==> config.mk <==
export PLATFORM = sky130hd
export DESIGN_NAME = pipe_rx_os_decoder
export DESIGN_NICKNAME = d
export VERILOG_FILES = /design/src/rtl/pipe_rx_os_pkg.sv /design/src/rtl/os_consec_counter.sv /design/src/rtl/pipe_rx_os_decoder.sv
export SDC_FILE = /design/constraint.sdc
export NUM_CORES = 1
export LEC_CHECK = 0
export ABC_AREA = 1
export CORE_UTILIZATION = 45
export DETAILED_ROUTE_END_ITERATION = 7
export GPL_TIMING_DRIVEN = 0
export PLACE_DENSITY = 0.76
export SKIP_LAST_GASP = 1
export SYNTH_ARGS = -nofsm -noshare
export SYNTH_HDL_FRONTEND = slang
export SYNTH_SLANG_ARGS = --single-unit
export TNS_END_PERCENT = 50
==> constraint.sdc <==
create_clock -name clk -period 3.2 [get_ports clk]
set_input_delay 0.64 -clock clk [delete_from_list [all_inputs] [get_ports clk]]
set_output_delay 0.64 -clock clk [all_outputs]
set_load 0.02 [all_outputs]
==> src/rtl/pipe_rx_os_pkg.sv <==
// Shared symbol codes, decoder FSM encoding and TS field layout for the Rx ordered-set decoder.
// Latency: none (declarations only).
// Backpressure: not applicable.
package pipe_rx_os_pkg;

    // 8b/10b control and data symbols seen in Gen1 ordered sets
    localparam logic [7:0] K_COM    = 8'hBC;
    localparam logic [7:0] K_PAD    = 8'hF7;
    localparam logic [7:0] K_SKP    = 8'h1C;
    localparam logic [7:0] K_IDL    = 8'h7C;
    localparam logic [7:0] D_TS1_ID = 8'h4A;
    localparam logic [7:0] D_TS2_ID = 8'h45;

    // Symbol index within an OS; COM is symbol 0, the last TS identifier is symbol 15
    localparam int IDX_W    = 4;
    localparam int OS_LAST  = 15;

    // TS field widths
    localparam int FIELD_W  = 8;

    typedef enum logic [1:0] {
        ST_HUNT    = 2'd0,
        ST_COLLECT = 2'd1,
        ST_SKIP    = 2'd2
    } os_state_t;

    // Everything that must match for two TSs to count as identical
    typedef struct packed {
        logic               ts_type;   // 0 = TS1, 1 = TS2
        logic [FIELD_W-1:0] link;
        logic               link_pad;
        logic [FIELD_W-1:0] lane;
        logic               lane_pad;
        logic [FIELD_W-1:0] nfts;
        logic [FIELD_W-1:0] rate;
        logic [FIELD_W-1:0] ctrl;
    } ts_fields_t;

    localparam int TS_FIELDS_W = $bits(ts_fields_t);

endpackage

==> src/rtl/os_consec_counter.sv <==
// Compares each good TS against the previously stored one and keeps a saturating run length.
// Latency: count updates on the same edge that registers the ts_valid pulse.
// Backpressure: none; an update is accepted whenever upd is high.
module os_consec_counter
    import pipe_rx_os_pkg::*;
#(
    parameter int CNT_W = 4
) (
    input  logic             clk,
    input  logic             reset,
    input  logic             clear,
    input  logic             err,
    input  logic             upd,
    input  ts_fields_t       new_ts,
    output logic [CNT_W-1:0] cnt
);

    ts_fields_t       prev_ts;
    logic             prev_vld;
    logic             same;
    logic [CNT_W-1:0] cnt_max;

    assign cnt_max = '1;
    assign same    = prev_vld && (new_ts == prev_ts);

    // Clear (idle/gen change) forgets history; an error only breaks the run
    always_ff @(posedge clk or negedge reset) begin
        if (!reset) begin
            cnt      <= '0;
            prev_ts  <= '0;
            prev_vld <= 1'b0;
        end else if (clear) begin
            cnt      <= '0;
            prev_vld <= 1'b0;
        end else if (err) begin
            cnt      <= '0;
        end else if (upd) begin
            if (!same)
                cnt <= CNT_W'(1);
            else if (cnt != cnt_max)
                cnt <= cnt + 1'b1;
            prev_ts  <= new_ts;
            prev_vld <= 1'b1;
        end
    end

endmodule

==> src/rtl/pipe_rx_os_decoder.sv <==
// Frames Gen1 ordered sets on COM, validates and decodes TS1/TS2, flags SKP OS, EIOS and malformed OSs.
// Latency: every pulse is registered, 1 cycle after the deciding symbol is sampled.
// Backpressure: none; symbols are consumed on every in_valid cycle, bubbles hold all state.
module pipe_rx_os_decoder
    import pipe_rx_os_pkg::*;
#(
    parameter int GEN_ACTIVE = 1,
    parameter int CNT_W      = 4
) (
    input  logic             clk,
    input  logic             reset,
    input  logic [2:0]       GEN,
    input  logic             in_valid,
    input  logic [7:0]       in_data,
    input  logic             in_datak,
    input  logic             in_elec_idle,
    output logic             ts_valid,
    output logic             ts_type,
    output logic [7:0]       ts_link,
    output logic             ts_link_pad,
    output logic [7:0]       ts_lane,
    output logic             ts_lane_pad,
    output logic [7:0]       ts_nfts,
    output logic [7:0]       ts_rate,
    output logic [7:0]       ts_ctrl,
    output logic [CNT_W-1:0] ts_consec_cnt,
    output logic             skp_seen,
    output logic             eios_seen,
    output logic             os_error
);

    os_state_t        state, state_nxt;
    logic [IDX_W-1:0] idx, idx_nxt;
    ts_fields_t       cap, cap_nxt;
    ts_fields_t       out_ts;
    logic             flush;
    logic             good_ts, err_ev, skp_ev, eios_ev;
    logic             is_com, is_pad, is_skp, is_idl;
    logic [7:0]       ts_id;

    // Idle or a foreign generation abandons any OS in flight
    assign flush  = in_elec_idle || (GEN != 3'(GEN_ACTIVE));
    assign is_com = in_datak && (in_data == K_COM);
    assign is_pad = in_datak && (in_data == K_PAD);
    assign is_skp = in_datak && (in_data == K_SKP);
    assign is_idl = in_datak && (in_data == K_IDL);
    assign ts_id  = cap.ts_type ? D_TS2_ID : D_TS1_ID;

    // State, symbol index and partial-TS capture registers
    always_ff @(posedge clk or negedge reset) begin
        if (!reset) begin
            state <= ST_HUNT;
            idx   <= '0;
            cap   <= '0;
        end else begin
            state <= state_nxt;
            idx   <= idx_nxt;
            cap   <= cap_nxt;
        end
    end

    // Next state, field capture and event decode for the current symbol
    always_comb begin
        state_nxt = state;
        idx_nxt   = idx;
        cap_nxt   = cap;
        good_ts   = 1'b0;
        err_ev    = 1'b0;
        skp_ev    = 1'b0;
        eios_ev   = 1'b0;
        if (flush) begin
            state_nxt = ST_HUNT;
        end else if (in_valid) begin
            case (state)
                ST_HUNT: begin
                    if (is_com) begin
                        state_nxt = ST_COLLECT;
                        idx_nxt   = IDX_W'(1);
                    end
                end
                ST_SKIP: begin
                    if (is_com) begin
                        state_nxt = ST_COLLECT;
                        idx_nxt   = IDX_W'(1);
                    end else if (!is_skp) begin
                        state_nxt = ST_HUNT;
                    end
                end
                default: begin
                    if (is_com) begin
                        // A new COM mid-OS aborts the old one and starts framing the new one
                        err_ev  = 1'b1;
                        idx_nxt = IDX_W'(1);
                    end else begin
                        case (idx)
                            4'd1: begin
                                if (is_skp) begin
                                    skp_ev    = 1'b1;
                                    state_nxt = ST_SKIP;
                                end else if (is_idl) begin
                                    eios_ev   = 1'b1;
                                    state_nxt = ST_HUNT;
                                end else if (in_datak && !is_pad) begin
                                    err_ev = 1'b1;
                                end else begin
                                    cap_nxt.link     = in_data;
                                    cap_nxt.link_pad = is_pad;
                                end
                            end
                            4'd2: begin
                                if (in_datak && !is_pad) begin
                                    err_ev = 1'b1;
                                end else begin
                                    cap_nxt.lane     = in_data;
                                    cap_nxt.lane_pad = is_pad;
                                end
                            end
                            4'd3: if (in_datak) err_ev = 1'b1; else cap_nxt.nfts = in_data;
                            4'd4: if (in_datak) err_ev = 1'b1; else cap_nxt.rate = in_data;
                            4'd5: if (in_datak) err_ev = 1'b1; else cap_nxt.ctrl = in_data;
                            4'd6: begin
                                if (!in_datak && in_data == D_TS1_ID)
                                    cap_nxt.ts_type = 1'b0;
                                else if (!in_datak && in_data == D_TS2_ID)
                                    cap_nxt.ts_type = 1'b1;
                                else
                                    err_ev = 1'b1;
                            end
                            default: begin
                                if (in_datak || in_data != ts_id)
                                    err_ev = 1'b1;
                                else if (idx == IDX_W'(OS_LAST))
                                    good_ts = 1'b1;
                            end
                        endcase
                        if (err_ev || good_ts)
                            state_nxt = ST_HUNT;
                        else if (state_nxt == ST_COLLECT)
                            idx_nxt = idx + 1'b1;
                    end
                end
            endcase
        end
    end

    // Registered event pulses; decoded fields only change on a good TS
    always_ff @(posedge clk or negedge reset) begin
        if (!reset) begin
            ts_valid  <= 1'b0;
            skp_seen  <= 1'b0;
            eios_seen <= 1'b0;
            os_error  <= 1'b0;
            out_ts    <= '0;
        end else begin
            ts_valid  <= good_ts;
            skp_seen  <= skp_ev;
            eios_seen <= eios_ev;
            os_error  <= err_ev;
            if (good_ts)
                out_ts <= cap;
        end
    end

    assign ts_type     = out_ts.ts_type;
    assign ts_link     = out_ts.link;
    assign ts_link_pad = out_ts.link_pad;
    assign ts_lane     = out_ts.lane;
    assign ts_lane_pad = out_ts.lane_pad;
    assign ts_nfts     = out_ts.nfts;
    assign ts_rate     = out_ts.rate;
    assign ts_ctrl     = out_ts.ctrl;

    os_consec_counter #(.CNT_W(CNT_W)) u_consec (
        .clk    (clk),
        .reset  (reset),
        .clear  (flush),
        .err    (err_ev),
        .upd    (good_ts),
        .new_ts (cap),
        .cnt    (ts_consec_cnt)
    );

endmodule

# Word level (Yosys, flattened, before mapping)
# Cells that the tools add are included.
# word_totals
word_cells,172
output_inout_bits,51
ff_bits,144
# op_classes
n_eq_ne,26
n_reduce_logical,33
addsub,2
bitwise,8
muxes,71
# ops
op,n
$mux W1,44
$mux W4,11
$eq A43 B43 Y1,1
$reduce_and A6 Y1,5
$mux W2,14
$eq A8 B7 Y1 const B,3
$eq A8 B8 Y1 const B,2
$eq A4 B3 Y1 const B,3
$ne A4 B4 Y1 const B,3
$add A4 B1 Y4 const B,2
$eq A4 B2 Y1 const B,2
$eq A8 B5 Y1 const B,1
$logic_and A1 B1 Y1,8
$ne A8 B7 Y1,1
$not A1 Y1,8
$reduce_and A8 Y1,1
$reduce_bool A2 Y1,4
$reduce_or A6 Y1,1
$reduce_and A5 Y1,1
$eq A4 B1 Y1 const B,1
$eq A4 B4 Y1 const B,1
$ne A2 B2 Y1 const B,2
$ne A4 B2 Y1 const B,1
$pmux W1 S4,1
other kinds (15),19

# Longest topological paths before layout
# Gate-level depths: netlist (run 1).
# logic_depth
depth_word,18
ltp_mapped,16

# By module
# A second synthesis (run 1) with hierarchy kept.
# unflattened
hier_cells,940
area_unflattened_um2,7191.9
# modules_own_cells
mod,area_each_um2,n_inst,seq_area_each_um2,cells_each
pipe_rx_os_decoder,4259.1,1,2402.3,490
os_consec_counter,2932.8,1,1201.2,450

# Least setup slack after synthesis (run 1)
# Ideal clock, no wire load.
# synth_path
path_type,input to register
from,in in_data[0]
to,reg u_consec.prev_ts[42] (netlist name)
stages,12
arrival_time_ns,1.851
slack_ns,1.219
path_cell_list,inv_1 -> nand2_2 -> nor2_4 -> nand4_4 -> nand2_4 -> nor3_4 -> inv_2 -> nor2_8 -> buf_6 -> buf_6 -> nand2_1 -> o21ai_0
# synth_via
elab_chain_cells,18
word_cells_on_any_way,43
classes_between,eq/ne: 7; mux: 25; bitwise: 1; reduce/logical: 10
# synth_lines
element,line_no,rtl
"start, declared",pipe_rx_os_decoder.sv:14,"input logic [7:0] in_data,"
$eq A8 B8 Y1,pipe_rx_os_decoder.sv:44,assign is_pad = in_datak && (in_data == K_PAD);
$logic_and A1 B1 Y1,pipe_rx_os_decoder.sv:44,
$logic_not A1 Y1,"pipe_rx_os_decoder.sv:103, pipe_rx_os_decoder.sv:111",
$logic_and A1 B1 Y1,"pipe_rx_os_decoder.sv:103, pipe_rx_os_decoder.sv:111",
$mux W1,"pipe_rx_os_decoder.sv:103, pipe_rx_os_decoder.sv:111",
$mux W1,pipe_rx_os_decoder.sv:100,end else if (is_idl) begin
$mux W1,pipe_rx_os_decoder.sv:97,if (is_skp) begin
$pmux W1 S4,pipe_rx_os_decoder.sv:95,case (idx)
(+2 left out),n/a,
$mux W1,pipe_rx_os_decoder.sv:73,end else if (in_valid) begin
$mux W1,pipe_rx_os_decoder.sv:71,if (flush) begin
$mux W1,pipe_rx_os_decoder.sv:90,if (is_com) begin
$mux W1,pipe_rx_os_decoder.sv:74,case (state)
$mux W1,pipe_rx_os_decoder.sv:73,
$mux W1,pipe_rx_os_decoder.sv:71,
$not A1 Y1 (no source line),n/a,
$reduce_and A3 Y1 (no source line) (*),n/a,
"end signal, assigned",os_consec_counter.sv:42,prev_ts <= new_ts;
"end, declared",os_consec_counter.sv:18,ts_fields_t prev_ts;
# Every way passes the cells marked *; elsewhere a longest branch is shown, timed or not. The select of a mux whose other input is x is not followed.
# A chain may end at the register's enable or synchronous reset.

# Final worst setup path (run 1)
# layout_path
from,in in_data[0]
to,reg u_consec.prev_ts[41] (netlist name)
# Same word-level chain as after synthesis.

==> results of run 1 <==
-- cell families after synthesis --
group	Yosys count	share of synthesized area, %
multiplexers	1	0.139
adder cells (fa/ha/maj)	5	0.871
flip-flops	144	50.2
AO/OA/AOI/OAI	98	6.93
XOR/XNOR	11	1.34
AND/OR/NAND/NOR	582	33.4
buffers and inverters	128	7.14
-- registers in the layout (all words and copies together) (netlist names), 2 cells and up --
signal and cells:
u_consec.cnt 4, ts_lane 8, ts_rate 8, ts_nfts 8, state 2, u_consec.prev_ts 43
cap 43, ts_ctrl 8, ts_link 8, idx 4
-- worst paths after layout --
path	slack [ns]	to
hold / removal	0.22	ts_valid
setup reg to reg	0.80	u_consec.prev_ts[41]
setup / recovery	0.40	u_consec.prev_ts[41]
hold reg to reg	0.47	ts_lane[1]
min in group clk	0.47	ts_lane[1]
max in group asynchronous	2.18	u_consec.prev_ts[21]
-- worst register-to-register path, delay by kind of cell, from the launching register on --
family / cells / cell delay (ns)
fa+ha+maj: 1 / 0.20
compound gates: 1 / 0.16
simple gates: 5 / 0.86
buf+inv: 2 / 0.59
flops: 1 / 0.44
-- layout by cell type (no fill, tap or decap), types with 2 or more instances in the layout --
| cell | netlist | final |
|---|---|---|
| inv_2 | 5 | 5 |
| nand3b_1 | 5 | 5 |
| o21ai_0 | 90 | 90 |
| inv_6 | 0 | 4 |
| bufinv_16 | 0 | 3 |
| xnor2_1 | 4 | 4 |
| clkdlybuf4s50_1 | 0 | 65 |
| buf_2 | 8 | 8 |
| buf_6 | 3 | 4 |
| nand4_1 | 17 | 17 |
| nand2_1 | 401 | 401 |
| nand3_1 | 27 | 27 |
| nand3_2 | 2 | 2 |
| inv_1 | 104 | 104 |
| nor3_1 | 6 | 6 |
| and2_1 | 3 | 3 |
| nor2_1 | 106 | 106 |
| clkbuf_16 | 0 | 17 |
| clkinvlp_4 | 0 | 3 |
| ha_1 | 5 | 5 |
| dfrtp_1 | 144 | 144 |
| xor2_1 | 7 | 7 |
| nor2_2 | 5 | 5 |
| a21oi_1 | 4 | 4 |
| clkbuf_1 | 8 | 8 |
| clkinv_4 | 0 | 3 |
-- cell usage after synthesis --
master	count	area share, %
a21oi_1	4	0.28
a31oi_1	1	0.087
and2_1	3	0.26
and3_1	1	0.087
buf_2	8	0.56
buf_6	3	0.47
clkbuf_1	8	0.42
dfrtp_1	144	50
ha_1	5	0.87
inv_1	104	5.4
inv_2	5	0.26
mux2i_1	1	0.14
nand2_1	401	21
nand2_2	1	0.087
nand2_4	1	0.16
nand3_1	27	1.9
nand3_2	2	0.28
nand3b_1	5	0.52
nand3b_2	1	0.16
nand4_1	17	1.5
nand4_4	1	0.30
nor2_1	106	5.5
nor2_2	5	0.44
nor2_4	1	0.16
nor2_8	1	0.28
nor3_1	6	0.42
nor3_4	1	0.23
nor3b_1	1	0.10
o21ai_0	90	6.3
o21bai_1	1	0.10
o22ai_1	1	0.087
o31ai_1	1	0.10
or2_2	1	0.087
xnor2_1	4	0.49
xor2_1	7	0.85
-- final cells by class --
cell class / instances / area share (%)
inverter: 109 / 4.67
tap: 211 / 3.02
sequential: 144 / 41.2
clock inverter: 14 / 2.04
clock buffer: 18 / 5.02
multi-input combinational: 697 / 35.0
buffer: 19 / 1.19
timing repair buffer: 67 / 7.87
-- layer usage --
layer	wire, µm	part of all wire, %
met1	8790	46
met2	8630	45
met3	1370	7.1
met4	482	2.5
met5	0	0
-- through the flow --
stage / hold WS, ns / total power (W) / instances
floorplan: 0.344 / 0.00189 / 969
global placement: 0.453 / 0.00197 / 1246
detailed placement: 0.458 / 0.00197 / 1247
CTS: 0.234 / 0.00404 / 1279
global route: 0.268 / 0.00413 / 1279
finish: 0.216 / 0.00401 / 1279
-- power by group --
part	switching [W]	total (W)	internal, W
logic	0.0000821	0.000112	0.0000298
registers	0.00000236	0.00182	0.00182
clock network	0.000815	0.00207	0.00126
total	0.000900	0.00401	0.00311
==> metrics.md, run 1 <==
| Metric | Value |
|---|---|
| Total track usage | `around a quarter` |
| Core region area | `roughly 0.015 mm²` |
| ANT cells | `0` |
| Footprint of the multi-input gates | `roughly 0.0031 mm²` |
| Post-CTS Setup Bufs | `0` |
| Register area share after synthesis | `between 50% and 60%` |
| Hold-fix buffers at CTS | `0` |
| CP Buf/Inv Count | `4` |
| Final-report max-slew violation count | `0` |
| Slowest CP cell | `clkbuf_1` |
| Outcome | `completed` |
| Fill count | `1,455` |
| Final instance area | `between 0.008 and 0.009 mm²` |
| Final hold violation count | `0` |
| IO Pins | `67` |
| DP Worst Slack | `-0.00396 ns` |
| Grt peak-use layer | `met2` |
| Syn Std Cell Area | `about 0.0072 mm²` |
| Cells on worst reg2reg path | `9` |
| Clk_skew | `0.00815 ns` |
| Routed via count | `between 6,000 and 7,000` |
| Setup tns final | `0 ns` |
| Worst Setup End Kind | `flip-flop` |
| Slew HR | `56.1%` |
| Crit-path leading delay family | `buffers and inverters` |
| Tcrit/Tclk final | `approximately 88%` |
| Finished Core Util | `between 50 and 60%` |
| Drt total wl | `between 15,000 and 20,000 µm` |
| GR Util met1 | `between 30% and 40%` |
| Worst Setup SP | `in_data[0]` |
| Placer Congestion | `0.963` |
| Max IR drop VDD | `0.362 mV` |
| Grt met2 use | `between 30% and 40%` |
| Max-Cap Viols | `0` |
| Number of DRC markers in iteration 0 | `532` |
| Share of cells above drive strength 1 | `under 10%` |
| Yosys warns | `0` |
| Die W | `128 µm` |
| R2r startpoint | `idx[0]` |
| Post-Syn Nets | `990` |
| Final Net Count | `~1,100` |
| Initial Util | `between 40% and 50%` |
| CTS tree | `built` |
| Register bit count reported by yosys | `between 100 and 150` |
| CTS H-tree depth | `4` |
| Global Route met3 Usage | `between 4 and 5%` |
| PostCTS Resize Cnt | `0` |
| Routed Antenna Nets | `0` |
| Via density | `about 5.0` |
| Placed cell areas | `0.00814 mm²` |
| Chip Height | `128 µm` |
| Total iterations of the first detailed-routing run | `5` |
| FF+latch area | `between 0.003 and 0.004 mm²` |
| Stages on the worst setup path | `11` |
| Setup violators final | `0` |
| Rows | `45` |
| Clock latency on the worst-skew pair | `0.43 ns` |
| Number of global-route vias before repair | `around 6,000` |
| Setup crit start kind | `input pin` |
| Clk pin slew, worst setup/hold paths | `0.06 ns` |
| HP Class | `input pin to async pin` |
| WL/cell | `15.1 µm` |
| Dpl hpwl | `roughly 14,000 µm` |
| Yosys cell types | `35` |
| Crit path DAT | `slightly above 3 ns` |
| Crit path largest cell delay | `0.49 ns` |
| CP required | `between 3 and 4 ns` |
| Avg Inst Size Synth | `7.41 µm²` |
| RSZ-0062 raised after global routing | `false` |
| Initial antenna violation count | `0` |
| Kind of critical path | `input pin to flip-flop` |
| Clock root cell | `clkbuf_16` |
| Clock tree sinks | `~140` |
| Fmax | `about 0.36 GHz` |
| Num CTS Buffers | `17` |
| Largest fanout on the critical path | `10` |
| Lkg Pwr | `about 4.4 nW` |
| Die footprint | `0.0165 mm²` |
| Port Buf Inserts | `66` |
| Largest net degree at the start of global routing | `74` |
| Longest Clk Path Bufs | `2` |
| Synth Instances | `around 970` |
| Tmin final | `between 2 and 3 ns` |
| Pwr dens | `approximately 460 mW/mm²` |
| Least-Margin Pin Slew | `roughly 0.66 ns` |
| DRC | `0` |
| First-pass GRT wire length | `31,200 µm` |
| Crit path cell chain | `clkdlybuf4s50_1 > inv_1 > nand2_2 > nor2_4 > nand4_4 > nand2_4 > nor3_4 > inv_2 > nor2_8 > clkbuf_1 > o21ai_0` |
| Syn-to-layout area delta | `21.9%` |
| Worst setup margin | `approximately 0.40 ns` |
| Grt total ovfl | `0` |
(Power assumes the default switching activity.)
==> run 2: changes to the inputs <==
- CORE_ASPECT_RATIO: unset -> 0.7
- CTS_CLUSTER_DIAMETER: unset -> 100
==> metrics.md, run 2 (synthesized netlist as in run 1, its figures left out) <==
| Metric | Value |
|---|---|
| Outcome | `completed` |
| Grt total ovfl | `0` |
| Die W | `between 150 and 200 µm` |
| Clk pin slew, worst setup/hold paths | `roughly 0.060 ns` |
| HP Class | `input pin to async pin` |
| Kind of critical path | `input pin to flip-flop` |
| Worst Setup End Kind | `flip-flop` |
| CP required | `roughly 3.5 ns` |
| Footprint of the multi-input gates | `roughly 0.0031 mm²` |
| Largest fanout on the critical path | `10` |
| Num CTS Buffers | `17` |
| CTS H-tree depth | `4` |
| Max-Cap Viols | `0` |
| Core region area | `roughly 0.016 mm²` |
| Largest net degree at the start of global routing | `about 100` |
| Initial antenna violation count | `0` |
| IO Pins | `67` |
| Fmax | `around 0.36 GHz` |
| PostCTS Resize Cnt | `0` |
| Tcrit/Tclk final | `between 80 and 90%` |
| Placer Congestion | `roughly 0.97` |
| Lkg Pwr | `~4.4 nW` |
| Max IR drop VDD | `between 0.2 and 0.3 mV` |
| Crit path cell chain | `clkdlybuf4s50_1 > inv_1 > nand2_2 > nor2_4 > nand4_4 > nand2_4 > nor3_4 > inv_2 > nor2_8 > clkbuf_1 > o21ai_0` |
| Commonest non-fill, non-tap cell in the layout | `nand2_1` |
| Slew HR | `a little over 60%` |
| Chip Height | `roughly 110 µm` |
| RSZ-0062 raised after global routing | `false` |
| Drt total wl | `~20,000 µm` |
| Longest Clk Path Bufs | `2` |
| Largest regs | `cap: 43 flops, u_consec.prev_ts: 43 flops` |
| FF+latch area | `around 0.0036 mm²` |
| Reg-to-reg slack, setup | `around 0.85 ns` |
| Routed via count | `approximately 6,500` |
| Share of cells above drive strength 1 | `roughly 5.9%` |
| Clock latency on the worst-skew pair | `between 0.4 and 0.5 ns` |
| Min Hold Slack | `0.137 ns` |
| WL/cell | `roughly 16 µm` |
| Dpl hpwl | `approximately 14,000 µm` |
| Final hold violation count | `0` |
| Most frequent cells in the layout | `401 x nand2_1, 144 x dfrtp_1, 106 x nor2_1` |
| Crit path DAT | `roughly 3.1 ns` |
| Crit-path leading delay family | `buffers and inverters` |
| Final-report max-slew violation count | `0` |
| Hold-fix buffers at CTS | `0` |
| CP Buf/Inv Count | `4` |
| Final Net Count | `1,076` |
| Clock root cell | `clkbuf_16` |
| Slowest CP cell | `clkdlybuf4s50_1` |
| Clock tree sinks | `roughly 140` |
| First-pass GRT wire length | `around 32,000 µm` |
| Fill count | `1,438` |
| Number of global-route vias before repair | `approximately 6,000` |
| Setup crit start kind | `input pin` |
| Rows | `38` |
| Routed Antenna Nets | `0` |
| Die footprint | `~0.016 mm²` |
| Crit path largest cell delay | `0.48 ns` |
| CTS tree | `built` |
| Pwr dens | `roughly 450 mW/mm²` |
| Least-Margin Pin Slew | `0.591 ns` |
| Clk_skew | `0.0137 ns` |
| Via density | `roughly 5.2` |
| Number of DRC markers in iteration 0 | `a little over 700` |
| Tmin final | `approximately 2.8 ns` |
| Port Buf Inserts | `66` |
| Total iterations of the first detailed-routing run | `7` |
| DRC | `0` |
| Total track usage | `25.6%` |
| Initial Util | `between 40% and 50%` |
| Finished Core Util | `between 50% and 60%` |
| Syn-to-layout area delta | `21.3%` |
| ANT cells | `0` |
| Setup violators final | `0` |
| Post-CTS Setup Bufs | `0` |
## run 2: worst paths after layout
check                      startpoint                  end  depth (start not counted)
min                             reset             ts_valid                          1
min reg2reg                ts_lane[2]           ts_lane[2]                          2
max in group asynchronous       reset              cap[40]                          2
max                        in_data[0]  u_consec.prev_ts[6]                         11
max reg2reg                    idx[0]  u_consec.prev_ts[6]                          9
min in group clk           ts_lane[2]           ts_lane[2]                          2
## run 2: final cells by class
type	instances	share of cell area (%)
repair buffers	67	7.91
inverters	109	4.69
plain buffers	19	1.19
clock inverters	9	1.23
well taps	200	2.87
flip-flops and latches	144	41.3
multi-input cells	697	35.2
clock buffers	22	5.56
## run 2: where the power goes
part / switching, W / internal, W / leakage [nW]
sequential: 0.00000237 / 0.00182 / 1.83
combinational: 0.0000854 / 0.0000299 / 2.30
clock: 0.000782 / 0.00122 / 0.288
total: 0.000870 / 0.00308 / 4.41
## run 2: per-stage QoR
stage	TNS [ns]	instances	power (W)	area [µm²]	worst slack (ns)
global placement	-616.31	1235	0.00197	8090	-4.29
finish	0	1267	0.00395	8710	0.386
floorplan	0	969	0.00189	7180	1.22
CTS	0	1267	0.00396	8710	0.400
detailed placement	-0.247	1236	0.00197	8120	-0.0346
global route	0	1267	0.00406	8710	0.179
## run 2: routing by layer
layer	GRT usage (%)	part of all wire (%)	wire length (µm)
met5	0	0	0
met1	38.3	48	9670
met3	6.76	9.2	1850
met4	5.84	1.1	214
met2	36.7	41	8320
